===== src/rtl/hist_peak_finder_pkg.sv =====
// Shared dToF histogram parameters. The histogram builder and the peak finder
// both import this package so that they agree on bank layout and count width.
package hist_peak_finder_pkg;

   localparam int HPF_NB        = 5;               // bin address width
   localparam int HPF_PIX_W     = 2;               // pixel index width
   localparam int HPF_CNT_W     = 8;               // bin count width
   localparam int HPF_THR       = 3;               // minimum peak count for a hit
   localparam int HPF_BIN_NUM   = 2 ** HPF_NB;     // bins per pixel
   localparam int HPF_PIXEL_NUM = 2 ** HPF_PIX_W;  // pixels per bank

endpackage : hist_peak_finder_pkg


===== src/rtl/hist_peak_finder_if.sv =====
// Bundle between the peak finder, the histogram bank read port and the result
// consumer. The master side is the peak finder itself.
interface hist_peak_finder_if
   import hist_peak_finder_pkg::*;
#(
   parameter int NB    = HPF_NB,
   parameter int PIX_W = HPF_PIX_W,
   parameter int CNT_W = HPF_CNT_W
);

   // Bank-complete notification from the histogram builder
   logic                    his_done;
   logic                    done_bank;

   // Histogram read port, one cycle read latency
   logic                    rd_en;
   logic [PIX_W+NB:0]       rd_addr;
   logic [CNT_W-1:0]        rd_data;

   // Per-pixel result stream
   logic                    out_valid;
   logic                    out_ready;
   logic [PIX_W-1:0]        out_pixel;
   logic [NB-1:0]           out_peak_bin;
   logic [CNT_W-1:0]        out_peak_cnt;
   logic                    out_hit;

   // Status
   logic                    busy;
   logic                    overrun;

   modport master (
      input  his_done, done_bank, rd_data, out_ready,
      output rd_en, rd_addr, out_valid, out_pixel, out_peak_bin,
             out_peak_cnt, out_hit, busy, overrun
   );

   modport slave (
      output his_done, done_bank, rd_data, out_ready,
      input  rd_en, rd_addr, out_valid, out_pixel, out_peak_bin,
             out_peak_cnt, out_hit, busy, overrun
   );

endinterface : hist_peak_finder_if


===== src/rtl/hist_peak_finder_peak_cmp.sv =====
// Running-maximum tracker. A qualified beat either loads unconditionally (first
// beat of a search) or replaces the held maximum only when strictly larger, so
// ties keep the earliest index. The outputs already include the current beat,
// letting the caller capture the final maximum in the same cycle as the last beat.
module hist_peak_finder_peak_cmp #(
   parameter int CNT_W = 8,
   parameter int NB    = 5
) (
   input  logic             clk_i,
   input  logic             qual_i,
   input  logic             load_i,
   input  logic [CNT_W-1:0] data_i,
   input  logic [NB-1:0]    bin_i,
   output logic [CNT_W-1:0] max_cnt_o,
   output logic [NB-1:0]    max_bin_o
);

   logic [CNT_W-1:0] max_cnt_q;
   logic [NB-1:0]    max_bin_q;
   logic             take;

   // Decide whether this beat becomes the new maximum
   always_comb begin
      take = qual_i && (load_i || (data_i > max_cnt_q));
   end

   // Hold the running maximum; pure datapath, restarted by the first-beat load
   always_ff @(posedge clk_i) begin
      if (take) begin
         max_cnt_q <= data_i;
         max_bin_q <= bin_i;
      end
   end

   assign max_cnt_o = take ? data_i : max_cnt_q;
   assign max_bin_o = take ? bin_i  : max_bin_q;

endmodule : hist_peak_finder_peak_cmp


===== src/rtl/hist_peak_finder.sv =====
// Histogram peak finder. When a bank completes it reads every bin of every
// pixel in that bank, tracks the largest count per pixel and hands one result
// per pixel to the consumer over a registered valid/ready stream.
module hist_peak_finder
   import hist_peak_finder_pkg::*;
#(
   parameter int NB    = HPF_NB,
   parameter int PIX_W = HPF_PIX_W,
   parameter int CNT_W = HPF_CNT_W,
   parameter int THR   = HPF_THR
) (
   input  logic               clk,
   input  logic               res,
   hist_peak_finder_if.master bus
);

   localparam int PIXEL_NUM = 2 ** PIX_W;

   typedef enum logic [1:0] {
      S_IDLE  = 2'd0,
      S_SCAN  = 2'd1,
      S_DRAIN = 2'd2,
      S_EMIT  = 2'd3
   } state_e;

   state_e           state_q, state_d;
   logic             bank_q, bank_d;
   logic [PIX_W-1:0] pix_q, pix_d;
   logic [NB-1:0]    bin_q, bin_d;
   logic             ovr_q, ovr_d;
   logic             out_valid_q, out_valid_d;
   logic [PIX_W-1:0] out_pixel_q, out_pixel_d;
   logic [NB-1:0]    out_bin_q, out_bin_d;
   logic [CNT_W-1:0] out_cnt_q, out_cnt_d;
   logic             out_hit_q, out_hit_d;
   logic             rd_en;

   // Read-return stage: marks which bin the returning rd_data belongs to
   logic             vld_p1_q;
   logic [NB-1:0]    bin_p1_q;
   logic             first_p1;

   logic [CNT_W-1:0] max_cnt;
   logic [NB-1:0]    max_bin;

   assign first_p1 = (bin_p1_q == '0);

   hist_peak_finder_peak_cmp #(
      .CNT_W (CNT_W),
      .NB    (NB)
   ) u_peak_cmp (
      .clk_i     (clk),
      .qual_i    (vld_p1_q),
      .load_i    (first_p1),
      .data_i    (bus.rd_data),
      .bin_i     (bin_p1_q),
      .max_cnt_o (max_cnt),
      .max_bin_o (max_bin)
   );

   // Next-state and read strobe decode for the scan sequencer
   always_comb begin
      state_d     = state_q;
      bank_d      = bank_q;
      pix_d       = pix_q;
      bin_d       = bin_q;
      out_valid_d = out_valid_q;
      out_pixel_d = out_pixel_q;
      out_bin_d   = out_bin_q;
      out_cnt_d   = out_cnt_q;
      out_hit_d   = out_hit_q;
      rd_en       = 1'b0;
      // A completion pulse can only start a scan from IDLE; anywhere else it is lost
      ovr_d       = ovr_q | (bus.his_done & (state_q != S_IDLE));

      case (state_q)
         S_IDLE: begin
            if (bus.his_done) begin
               bank_d  = bus.done_bank;
               pix_d   = '0;
               bin_d   = '0;
               state_d = S_SCAN;
            end
         end
         S_SCAN: begin
            rd_en = 1'b1;
            bin_d = bin_q + 1'b1;
            if (bin_q == '1) begin
               state_d = S_DRAIN;
            end
         end
         S_DRAIN: begin
            // The last bin's data is on rd_data now; max_* already folds it in
            out_valid_d = 1'b1;
            out_pixel_d = pix_q;
            out_bin_d   = max_bin;
            out_cnt_d   = max_cnt;
            out_hit_d   = (max_cnt >= CNT_W'(THR));
            state_d     = S_EMIT;
         end
         S_EMIT: begin
            if (bus.out_ready) begin
               out_valid_d = 1'b0;
               if (pix_q == PIX_W'(PIXEL_NUM - 1)) begin
                  state_d = S_IDLE;
               end else begin
                  pix_d   = pix_q + 1'b1;
                  bin_d   = '0;
                  state_d = S_SCAN;
               end
            end
         end
         default: begin
            state_d = S_IDLE;
         end
      endcase
   end

   // Sequencer state, counters, sticky overrun and the registered result
   always_ff @(posedge clk) begin
      if (res) begin
         state_q     <= S_IDLE;
         bank_q      <= 1'b0;
         pix_q       <= '0;
         bin_q       <= '0;
         ovr_q       <= 1'b0;
         out_valid_q <= 1'b0;
         out_pixel_q <= '0;
         out_bin_q   <= '0;
         out_cnt_q   <= '0;
         out_hit_q   <= 1'b0;
         vld_p1_q    <= 1'b0;
      end else begin
         state_q     <= state_d;
         bank_q      <= bank_d;
         pix_q       <= pix_d;
         bin_q       <= bin_d;
         ovr_q       <= ovr_d;
         out_valid_q <= out_valid_d;
         out_pixel_q <= out_pixel_d;
         out_bin_q   <= out_bin_d;
         out_cnt_q   <= out_cnt_d;
         out_hit_q   <= out_hit_d;
         vld_p1_q    <= rd_en;
      end
   end

   // ---- stage p0 -> p1: bin index follows its read into the return cycle ----
   always_ff @(posedge clk) begin
      bin_p1_q <= bin_q;
   end

   assign bus.rd_en        = rd_en;
   assign bus.rd_addr      = {bank_q, pix_q, bin_q};
   assign bus.out_valid    = out_valid_q;
   assign bus.out_pixel    = out_pixel_q;
   assign bus.out_peak_bin = out_bin_q;
   assign bus.out_peak_cnt = out_cnt_q;
   assign bus.out_hit      = out_hit_q;
   assign bus.busy         = (state_q != S_IDLE);
   assign bus.overrun      = ovr_q;

endmodule : hist_peak_finder

===== src/flat_wrapper.sv =====
// flat-port wrapper written by rule: the top's interface ports become plain ports
module hist_peak_finder_flat import hist_peak_finder_pkg::*;
#(
   parameter int NB    = HPF_NB,
   parameter int PIX_W = HPF_PIX_W,
   parameter int CNT_W = HPF_CNT_W,
   parameter int THR   = HPF_THR
)
  (clk, res, bus_his_done, bus_done_bank, bus_rd_data, bus_out_ready, bus_rd_en, bus_rd_addr, bus_out_valid, bus_out_pixel, bus_out_peak_bin, bus_out_peak_cnt, bus_out_hit, bus_busy, bus_overrun);
  hist_peak_finder_if #(.NB(NB), .PIX_W(PIX_W), .CNT_W(CNT_W)) bus_i ();
  input  logic clk;
  input  logic res;
  input wire logic [$bits(bus_i.his_done)-1:0] bus_his_done;
  input wire logic [$bits(bus_i.done_bank)-1:0] bus_done_bank;
  input wire logic [$bits(bus_i.rd_data)-1:0] bus_rd_data;
  input wire logic [$bits(bus_i.out_ready)-1:0] bus_out_ready;
  output wire logic [$bits(bus_i.rd_en)-1:0] bus_rd_en;
  output wire logic [$bits(bus_i.rd_addr)-1:0] bus_rd_addr;
  output wire logic [$bits(bus_i.out_valid)-1:0] bus_out_valid;
  output wire logic [$bits(bus_i.out_pixel)-1:0] bus_out_pixel;
  output wire logic [$bits(bus_i.out_peak_bin)-1:0] bus_out_peak_bin;
  output wire logic [$bits(bus_i.out_peak_cnt)-1:0] bus_out_peak_cnt;
  output wire logic [$bits(bus_i.out_hit)-1:0] bus_out_hit;
  output wire logic [$bits(bus_i.busy)-1:0] bus_busy;
  output wire logic [$bits(bus_i.overrun)-1:0] bus_overrun;
  assign bus_i.his_done = bus_his_done;
  assign bus_i.done_bank = bus_done_bank;
  assign bus_i.rd_data = bus_rd_data;
  assign bus_i.out_ready = bus_out_ready;
  assign bus_rd_en = bus_i.rd_en;
  assign bus_rd_addr = bus_i.rd_addr;
  assign bus_out_valid = bus_i.out_valid;
  assign bus_out_pixel = bus_i.out_pixel;
  assign bus_out_peak_bin = bus_i.out_peak_bin;
  assign bus_out_peak_cnt = bus_i.out_peak_cnt;
  assign bus_out_hit = bus_i.out_hit;
  assign bus_busy = bus_i.busy;
  assign bus_overrun = bus_i.overrun;
  hist_peak_finder #(.NB(NB), .PIX_W(PIX_W), .CNT_W(CNT_W), .THR(THR)) u_core (.clk(clk), .res(res), .bus(bus_i));
endmodule

===== config.mk =====
export PLATFORM = sky130hd
export DESIGN_NAME = hist_peak_finder_flat
export DESIGN_NICKNAME = d
export VERILOG_FILES = /design/src/rtl/hist_peak_finder_pkg.sv /design/src/rtl/hist_peak_finder_if.sv /design/src/rtl/hist_peak_finder_peak_cmp.sv /design/src/rtl/hist_peak_finder.sv /design/src/flat_wrapper.sv
export SDC_FILE = /design/constraint.sdc
export NUM_CORES = 1
export LEC_CHECK = 0
export ABC_AREA = 1
export CAP_MARGIN = 0
export CORE_AREA = 3 3 73 75
export DETAILED_ROUTE_END_ITERATION = 10
export DIE_AREA = 0 0 76 78
export PLACE_DENSITY = 0.84
export SYNTH_ARGS = -nofsm -noshare
export SYNTH_HDL_FRONTEND = slang
export SYNTH_SLANG_ARGS = --single-unit

===== constraint.sdc =====
create_clock -name clk -period 1.8 [get_ports clk]
set_input_delay 0.18 -clock clk [delete_from_list [all_inputs] [get_ports clk]]
set_output_delay 0.18 -clock clk [all_outputs]
set_load 0.05 [all_outputs]

==> results of run 1 <==
final cells by class:
type                       instances  area (um^2)
clock buffer                       6         72.6
fill                             374         1670
tap                               67         83.8
multi-input combinational        167         1150
timing repair buffer              64          598
clock inverter                     1         30.0
sequential                        47          950
inverter                          45          173
how the worst max path moves through the flow:
stage / from / end / slack (ns) / cells after the start
after floorplan: u_core.bin_q[0]$_SDFFE_PP0P_ / u_core.state_q[0]$_SDFFE_PP0P_ / 0.02 / 8
after global placement: bus_rd_data[1] / u_core.bus.out_hit$_SDFFE_PP0P_ / -0.28 / 17
after detailed placement: bus_rd_data[3] / u_core.bus.out_hit$_SDFFE_PP0P_ / -0.37 / 17
after CTS: u_core.u_peak_cmp.max_cnt_q[3]$_DFF_P_ / u_core.bus.out_hit$_SDFFE_PP0P_ / -0.06 / 17
after global routing: u_core.u_peak_cmp.max_cnt_q[7]$_DFF_P_ / u_core.bus.out_hit$_SDFFE_PP0P_ / -0.25 / 15
final: u_core.u_peak_cmp.max_cnt_q[7]$_DFF_P_ / u_core.bus.out_hit$_SDFFE_PP0P_ / -0.13 / 14
cell families after synthesis:
group	synth area share, %
simple gates	22.7
buf+inv	10.7
flops	44.9
compound gates	12.8
fa+ha+maj	8.96
layer usage:
layer | GRT usage [%] | up-vias
met2 | 31.8 | 57
met5 | 0 | -
met3 | 4.06 | 16
met1 | 21.8 | 897
met4 | 6.34 | 0
li1 | - | 968
worst max-delay path: cells and delay by family (launching register included):
| kind | cells | cell delay (ns) |
|---|---|---|
| buffers and inverters | 2 | 0.19 |
| adders and majority gates | 1 | 0.26 |
| and+or+nand+nor | 11 | 1.02 |
| DFF | 1 | 0.35 |
through the flow:
stage / instances / area, um^2 / hold slack (ns) / setup TNS (ns) / power [mW]
6_report: 397 / 3060 / 0.332 / -0.898 / 5.20
2_1_floorplan: 266 / 2120 / 0.296 / 0 / 3.21
4_1_cts: 394 / 2940 / 0.394 / -0.132 / 4.95
3_5_place_dp: 385 / 2710 / 0.381 / -4.97 / 4.01
3_3_place_gp: 385 / 2710 / 0.380 / -3.57 / 3.93
5_1_grt: 397 / 3060 / 0.339 / -2.91 / 5.51
report_power, final:
part	leakage (nW)	switching (mW)	total [mW]	internal (mW)
Sequential	0.386	0.203	1.54	1.34
Clock	0.0513	0.331	0.738	0.407
Combinational	0.937	1.81	2.92	1.11
cell usage in the layout, fill, tap and decap left out, types with 2 or more instances in the layout:
| cell | instances |
|---|---|
| dfxtp_1 | 40 |
| inv_1 | 35 |
| clkdlybuf4s50_1 | 34 |
| nand2_1 | 31 |
| nor2_1 | 28 |
| buf_4 | 23 |
| a21oi_1 | 14 |
| o21ai_0 | 13 |
| nand2_2 | 11 |
| nand3_1 | 10 |
| inv_2 | 9 |
| ha_4 | 8 |
| nand2_4 | 7 |
| ha_1 | 7 |
| dfxtp_2 | 7 |
| o21ai_1 | 6 |
| nor3_1 | 5 |
| clkbuf_8 | 5 |
| o21ai_2 | 4 |
| nand4_1 | 3 |
| nand3_2 | 3 |
| o211ai_1 | 3 |
| nor2_4 | 3 |
| nor2_2 | 2 |
| dlymetal6s2s_1 | 2 |
| dlygate4sd2_1 | 2 |
| buf_6 | 2 |
repair_timing:
item,4_1_cts,5_1_grt
pin swaps,13,18
setup endpoints to repair,9,28
buffers inserted,1,3
resized for setup,31,24
cloned,1,0
endpoints found under the hold margin,0,0
sequential cells by signal, summed over array words and instances (netlist names), 2 cells and up:
register,flops
u_core.u_peak_cmp.max_cnt_q,8
u_core.bus.out_peak_bin,5
u_core.pix_q,2
u_core.bus.out_peak_cnt,8
u_core.bin_q,5
u_core.state_q,2
u_core.bin_p1_q,5
u_core.bus.out_pixel,2
u_core.u_peak_cmp.max_bin_q,5
==> flow_metrics.env, run 1 <==
export IMPL_synthTopCellsByArea="dfxtp_1, ha_1, inv_1"
export IMPL_avgSynthCellArea_um2=7.88
export IMPL_max_freq_mhz=518
export IMPL_crit_arrival_ns=2.12
export IMPL_grt_total_usage_pct=18.1
export IMPL_synth_largest_area_cell="dfxtp_1"
export IMPL_vdd_ir_drop_worst_v=0.000855
export IMPL_tightest_slew_ns=0.504
export IMPL_numCtsBuffers=5
export IMPL_clock_skew_ns=0.00577
export IMPL_period_share_pct=107
export IMPL_hold_path_depth=4
export IMPL_critPathMaxFanout=7
export IMPL_detail_route_antenna_nets=0
export IMPL_synth_area_um2=2100
export IMPL_hp_class="in2reg"
export IMPL_place_ws_ns=-0.371
export IMPL_slew_headroom_pct=66.3
export IMPL_yosys_top_cells_count="dfxtp_1, inv_1, nand2_1, nor2_1, ha_1"
export IMPL_reg2reg_depth=14
export IMPL_violations="setup timing"
export IMPL_leakage_nw=1.37
export IMPL_synth_warnings=0
export IMPL_wl_met3_um=243
export IMPL_vias_per_cell=4.88
export IMPL_wl_um=5430
export IMPL_end_kind="flip-flop"
export IMPL_synth_most_common_cell="dfxtp_1"
export IMPL_synth_edf_count=0
export IMPL_reg2reg_slack_ns=-0.13
export IMPL_rr_endpoint="u_core.bus.out_hit$_SDFFE_PP0P_"
export IMPL_ctsHoldBuffers=0
export IMPL_die_w_um=76
export IMPL_die_y_um=78
export IMPL_synthArstFlopShare_pct=0
export IMPL_clock_path_buffers=2
export IMPL_route_top_layer_used="met4"
export IMPL_setup_viol=13
export IMPL_grt_pass1_wl_um=8740
export IMPL_slew_viol_final=0
export IMPL_hold_viol=0
export IMPL_outcome="complete, but fails checks"
export IMPL_drcViolationCount=0
export IMPL_grt_antenna_before_repair=0
export IMPL_htree_num_levels=2
export IMPL_drtPass1Iterations=4
export IMPL_powerDensity_nw_per_um2=1700
export IMPL_hpwl_um=3510
export IMPL_vias=1938
export IMPL_met1_length_um=2230
export IMPL_drive_gt1_share_pct=27.6
export IMPL_synth_top_area_share_pct=44.9
export IMPL_max_stage_delay_ns=0.35
export IMPL_final_core_util_pct=64.7
export IMPL_overflow=0
export IMPL_num_io_pins=41
export IMPL_clkTransAtPathRegs_ns=0.08
export IMPL_synth_seq_cells=47
export IMPL_cts_tree="yes"
export IMPL_nets=358
export IMPL_numPortBuffers=40
export IMPL_required_ns=1.99
export IMPL_initial_core_util_pct=44.4
export IMPL_gp_congestion=0.854
export IMPL_r2r_start="u_core.u_peak_cmp.max_cnt_q[7]$_DFF_P_"
export IMPL_crit_chain="inv_2 > ha_4 > nand2_2 > nor2_2 > nand4_1 > nand2_2 > nand2_4 > buf_6 > nand3_4 > nand2_4 > nor2_4 > nand3_2 > nor2_2 > nor2_1"
export IMPL_rsz0062_at_grt="yes"
export IMPL_seq_area_frac_synth_pct=44.9
export IMPL_setup_slack_ns=-0.130
export IMPL_synth_flop_cell="dfxtp_1"
export IMPL_clock_sinks=47
export IMPL_start_kind="flip-flop"
export IMPL_grt_pass1_vias=1933
export IMPL_clk_latency_ns=0.29
export IMPL_grt_max_degree=16
export IMPL_cts_root_buf="clkbuf_8"
export IMPL_syn_inst=266
export IMPL_dr_wl_met2_um=2780
export IMPL_fin_crit_ns=1.93
export IMPL_core_area_um2=4720
export IMPL_crit_type="reg2reg"
export IMPL_min_to="u_core.u_peak_cmp.max_cnt_q[0]$_DFF_P_"
export IMPL_die_area_um2=5930
export IMPL_drv_cap=0
export IMPL_cp_slowest_cell="dfxtp_2"
export IMPL_rows=25
export IMPL_wl_per_cell_um=13.7
export IMPL_drt_iter0_drc=123
export IMPL_min_from="bus_rd_data[0]"
export IMPL_synth_nets=294
export IMPL_area_growth_pct=45.9
export IMPL_ys_types=30
export IMPL_diodes=0
Power figures use the tool's default switching activity.
==> inputs of run 2 (changes only) <==
--- a/config.mk
+++ b/config.mk
@@ -8,9 +8,11 @@
 export ABC_AREA = 1
 export CAP_MARGIN = 0
 export CORE_AREA = 3 3 73 75
+export CTS_CLUSTER_DIAMETER = 80
 export DETAILED_ROUTE_END_ITERATION = 10
 export DIE_AREA = 0 0 76 78
 export PLACE_DENSITY = 0.84
+export SKIP_CTS_REPAIR_TIMING = 1
 export SYNTH_ARGS = -nofsm -noshare
 export SYNTH_HDL_FRONTEND = slang
 export SYNTH_SLANG_ARGS = --single-unit
==> run 2 against run 1 <==
- the flow still finishes with violations (setup timing)
- first-iteration DRC count up 9.8%
- total power up 0.61%
- non-clock buffer count increased by 2
- critical path depth did not move
- clock power up 0.5%
- global-route usage down 1.4 points
- clock skew grew 0.0012 ns
- core utilization grew 1.5 points
- register-to-register slack worse by 0.04 ns
- critical path type is now in2reg
- critical endpoint unchanged
- largest power group unchanged
==> flow_metrics.env, run 2 (synthesis results as in run 1) <==
export IMPL_wl_um=5550
export IMPL_slew_viol_final=0
export IMPL_crit_type="in2reg"
export IMPL_leakage_nw=1.42
export IMPL_clock_sinks=47
export IMPL_area_growth_pct=49.3
export IMPL_period_share_pct=110
export IMPL_clk_latency_ns=0.30
export IMPL_rsz0062_at_grt="yes"
export IMPL_grt_antenna_before_repair=0
export IMPL_htree_num_levels=2
export IMPL_final_core_util_pct=66.3
export IMPL_max_freq_mhz=506
export IMPL_diodes=0
export IMPL_die_w_um=76
export IMPL_tightest_slew_ns=0.509
export IMPL_critPathMaxFanout=6
export IMPL_powerDensity_nw_per_um2=1670
export IMPL_nets=360
export IMPL_wl_per_cell_um=13.9
export IMPL_end_kind="flip-flop"
export IMPL_place_ws_ns=-0.371
export IMPL_fin_crit_ns=1.98
export IMPL_num_fill_cells=344
export IMPL_cts_tree="yes"
export IMPL_final_cell_mix="dfxtp_1, inv_1, clkdlybuf4s50_1"
export IMPL_numCtsBuffers=5
export IMPL_violations="setup timing"
export IMPL_overflow=0
export IMPL_num_io_pins=41
export IMPL_grt_pass1_vias=1881
export IMPL_initial_core_util_pct=44.4
export IMPL_grt_total_usage_pct=16.7
export IMPL_grt_pass1_wl_um=8070
export IMPL_clock_path_buffers=2
export IMPL_drtPass1Iterations=4
export IMPL_gp_congestion=0.854
export IMPL_setup_slack_ns=-0.176
export IMPL_cts_root_buf="clkbuf_8"
export IMPL_finalNonFillerCells=399
export IMPL_drcViolationCount=0
export IMPL_hp_class="in2reg"
export IMPL_hpwl_um=3510
export IMPL_slew_headroom_pct=66.0
export IMPL_setup_viol=12
export IMPL_placed_cells=385
export IMPL_grt_max_degree=16
export IMPL_final_common_cell="dfxtp_1"
export IMPL_hold_viol=0
export IMPL_drive_gt1_share_pct=31.3
export IMPL_core_area_um2=4720
export IMPL_crit_arrival_ns=2.16
export IMPL_die_area_um2=5930
export IMPL_start_kind="input port"
export IMPL_vias=1995
export IMPL_clkTransAtPathRegs_ns=0.08
export IMPL_required_ns=1.98
export IMPL_rows=25
export IMPL_drv_cap=0
export IMPL_vias_per_cell=5.00
export IMPL_clock_skew_ns=0.00694
export IMPL_drt_iter0_drc=135
export IMPL_numPortBuffers=40
export IMPL_outcome="complete, but fails checks"
export IMPL_vdd_ir_drop_worst_v=0.000851
export IMPL_die_y_um=78
export IMPL_detail_route_antenna_nets=0
[run 2: report_power, final]
| group | total, mW | internal [mW] | switching, mW |
|---|---|---|---|
| registers | 1.54 | 1.34 | 0.201 |
| logic | 2.95 | 1.13 | 1.82 |
| clock network | 0.742 | 0.407 | 0.335 |
[run 2: cell type report]
cell class                 instances  area (um^2)  area share [%]
inverter                          45          173            5.52
clock buffer                       6         72.6            2.32
timing repair buffer              66          646            20.6
clock inverter                     1         30.0           0.960
tap                               67         83.8            2.68
sequential                        47          951            30.4
multi-input combinational        167         1170            37.5
[run 2: per-stage QoR]
step / power, mW / setup TNS, ns / cell area, um^2 / hold slack (ns)
2_1_floorplan: 3.21 / 0 / 2120 / 0.296
3_3_place_gp: 3.93 / -3.57 / 2710 / 0.380
3_5_place_dp: 4.01 / -4.97 / 2710 / 0.381
4_1_cts: 4.75 / -0.489 / 2810 / 0.394
5_1_grt: 5.53 / -2.24 / 3130 / 0.367
6_report: 5.23 / -0.802 / 3130 / 0.352
[run 2: path summary, 6_finish.rpt]
kind	from	endpoint	slack, ns	depth (start not counted)
setup / recovery	bus_rd_data[6]	u_core.bus.out_hit$_SDFFE_PP0P_	-0.18	14
hold / removal	bus_rd_data[0]	u_core.u_peak_cmp.max_cnt_q[0]$_DFF_P_	0.35	4
setup reg to reg	u_core.u_peak_cmp.max_cnt_q[7]$_DFF_P_	u_core.bus.out_hit$_SDFFE_PP0P_	-0.17	14
hold reg to reg	u_core.bin_q[3]$_SDFFE_PP0P_	u_core.bin_p1_q[3]$_DFF_P_	0.39	0
[run 2: critical path, cell delays in order]
cell and delay [ns]:
clkdlybuf4s50_1 0.48, ha_4 0.31, nand2_2 0.06, a21oi_1 0.11, nor2_1 0.06, nand2_1 0.07
nand2_2 0.07, nand2_4 0.15, nand2_8 0.08, buf_12 0.15, o21ai_4 0.18, nand3_2 0.09
nor2_2 0.10, nor2_1 0.05
[run 2: per-layer routing]
layer  vias up  track usage, %  part of all wire [%]
li1        978               -                     -
met4         0            5.80                   1.8
met2        50            29.4                    53
met3        10            4.29                   4.3
met5         -               0                     0
met1       957            19.7                    40
==> inputs of run 3 (changes only) <==
--- a/config.mk
+++ b/config.mk
@@ -16,3 +16,4 @@
 export SYNTH_ARGS = -nofsm -noshare
 export SYNTH_HDL_FRONTEND = slang
 export SYNTH_SLANG_ARGS = --single-unit
+export TNS_END_PERCENT = 20
==> run 3 against run 2 <==
- the flow still finishes with violations (setup timing)
- cell count unchanged
- combinational power about the same
- final area decreased by 0.52%
- global-route usage unchanged
- register-to-register slack improved by 0.05 ns
- largest cell class unchanged
==> flow_metrics.env, run 3 (synthesis results as in run 1) <==
export IMPL_drive_gt1_share_pct=30.7
export IMPL_setup_viol=10
export IMPL_core_area_um2=4720
export IMPL_combPwrFrac_pct=56.4
export IMPL_setup_slack_ns=-0.141
export IMPL_rows=25
export IMPL_cts_root_buf="clkbuf_8"
export IMPL_drv_cap=0
export IMPL_num_fill_cells=349
export IMPL_grt_pass1_wl_um=8070
export IMPL_grt_total_usage_pct=16.7
export IMPL_drcViolationCount=0
export IMPL_wl_per_cell_um=13.5
export IMPL_required_ns=1.99
export IMPL_hpwl_um=3510
export IMPL_numPortBuffers=40
export IMPL_outcome="complete, but fails checks"
export IMPL_seq_power_share_pct=29.5
export IMPL_slew_viol_final=0
export IMPL_drt_iter0_drc=145
export IMPL_num_io_pins=41
export IMPL_end_kind="flip-flop"
export IMPL_p_switching_mw=2.33
export IMPL_wl_um=5410
export IMPL_p_sw_share_pct=44.7
export IMPL_nets=360
export IMPL_p_total_mw=5.21
export IMPL_die_y_um=78
export IMPL_die_area_um2=5930
export IMPL_vdd_ir_drop_worst_v=0.000863
export IMPL_area_growth_pct=48.5
export IMPL_numCtsBuffers=5
export IMPL_final_common_cell="dfxtp_1"
export IMPL_power_internal_mw=2.88
export IMPL_hp_class="in2reg"
export IMPL_initial_core_util_pct=44.4
export IMPL_leakage_nw=1.42
export IMPL_start_kind="input port"
export IMPL_rsz0062_at_grt="yes"
export IMPL_grt_pass1_vias=1881
export IMPL_detail_route_antenna_nets=0
export IMPL_drtPass1Iterations=4
export IMPL_slew_headroom_pct=65.9
export IMPL_clock_sinks=47
export IMPL_critPathMaxFanout=6
export IMPL_crit_arrival_ns=2.13
export IMPL_cts_tree="yes"
export IMPL_die_w_um=76
export IMPL_fin_crit_ns=1.94
export IMPL_crit_type="in2reg"
export IMPL_htree_num_levels=2
export IMPL_place_area_um2=2710
export IMPL_clkTransAtPathRegs_ns=0.08
export IMPL_gp_congestion=0.854
export IMPL_violations="setup timing"
export IMPL_clock_skew_ns=0.00451
export IMPL_diodes=0
export IMPL_grt_antenna_before_repair=0
export IMPL_hold_viol=0
export IMPL_vias_per_cell=4.93
export IMPL_period_share_pct=108
export IMPL_clk_latency_ns=0.29
export IMPL_tightest_slew_ns=0.510
export IMPL_powerDensity_nw_per_um2=1670
export IMPL_clock_path_buffers=2
export IMPL_max_freq_mhz=515
export IMPL_final_cell_mix="dfxtp_1, inv_1, clkdlybuf4s50_1"
export IMPL_overflow=0
export IMPL_power_frac_clock_pct=14.1
export IMPL_vias=1968
export IMPL_grt_max_degree=16
export IMPL_stdcell_area_um2=3110
==> run 3: power by group through the flow <==
stage | sequential [mW] | combinational (mW) | clock [mW]
after floorplan | 1.99 | 1.22 | 0
after global placement | 1.51 | 2.42 | 0
after detailed placement | 1.52 | 2.49 | 0
after CTS | 1.50 | 2.50 | 0.751
after global routing | 1.57 | 3.17 | 0.782
final | 1.54 | 2.94 | 0.735
==> run 3: per-layer routing <==
metal	global-route usage, %	part of all wire [%]	vias to the layer above
li1	-	-	979
met1	19.7	41	916
met2	29.4	52	57
met3	4.29	4.8	16
met4	5.80	3.0	0
met5	0	0	-
==> run 3: worst max-delay path: stages <==
cell	delay, ns
clkdlybuf4s50_1	0.48
ha_4	0.31
nand2_2	0.06
a21oi_1	0.11
nor2_1	0.06
nand2_1	0.07
nand2_2	0.07
nand2_4	0.15
nand2_8	0.08
buf_12	0.15
o21ai_4	0.18
nand3_2	0.09
nor2_2	0.09
nor2_1	0.05
==> run 3: worst paths after layout <==
check,start,end,slack [ns],cells past startpoint
min,bus_rd_data[2],u_core.u_peak_cmp.max_cnt_q[2]$_DFF_P_,0.35,4
min reg2reg,u_core.bin_q[3]$_SDFFE_PP0P_,u_core.bin_p1_q[3]$_DFF_P_,0.39,0
max reg2reg,u_core.u_peak_cmp.max_cnt_q[7]$_DFF_P_,u_core.bus.out_hit$_SDFFE_PP0P_,-0.12,14
max,bus_rd_data[6],u_core.bus.out_hit$_SDFFE_PP0P_,-0.14,14
==> run 3: stage by stage <==
step / setup TNS, ns / hold WS (ns) / cells / utilization (%) / setup slack [ns]
2_1_floorplan: 0 / 0.296 / 266 / - / 0.0163
3_3_place_gp: -3.57 / 0.380 / 385 / 57.3 / -0.280
3_5_place_dp: -4.97 / 0.381 / 385 / 57.3 / -0.371
4_1_cts: -0.489 / 0.394 / 392 / 59.4 / -0.128
5_1_grt: -2.05 / 0.367 / 399 / 65.9 / -0.245
6_report: -0.666 / 0.351 / 399 / 65.9 / -0.141
==> run 3: cell type report <==
cell class | instances | area [um^2] | share of cell area, %
repair buffers | 66 | 642 | 20.6
well taps | 67 | 83.8 | 2.69
clock inverters | 1 | 30.0 | 0.965
inverters | 45 | 173 | 5.55
flip-flops and latches | 47 | 951 | 30.5
clock buffers | 6 | 72.6 | 2.33
multi-input cells | 167 | 1160 | 37.3
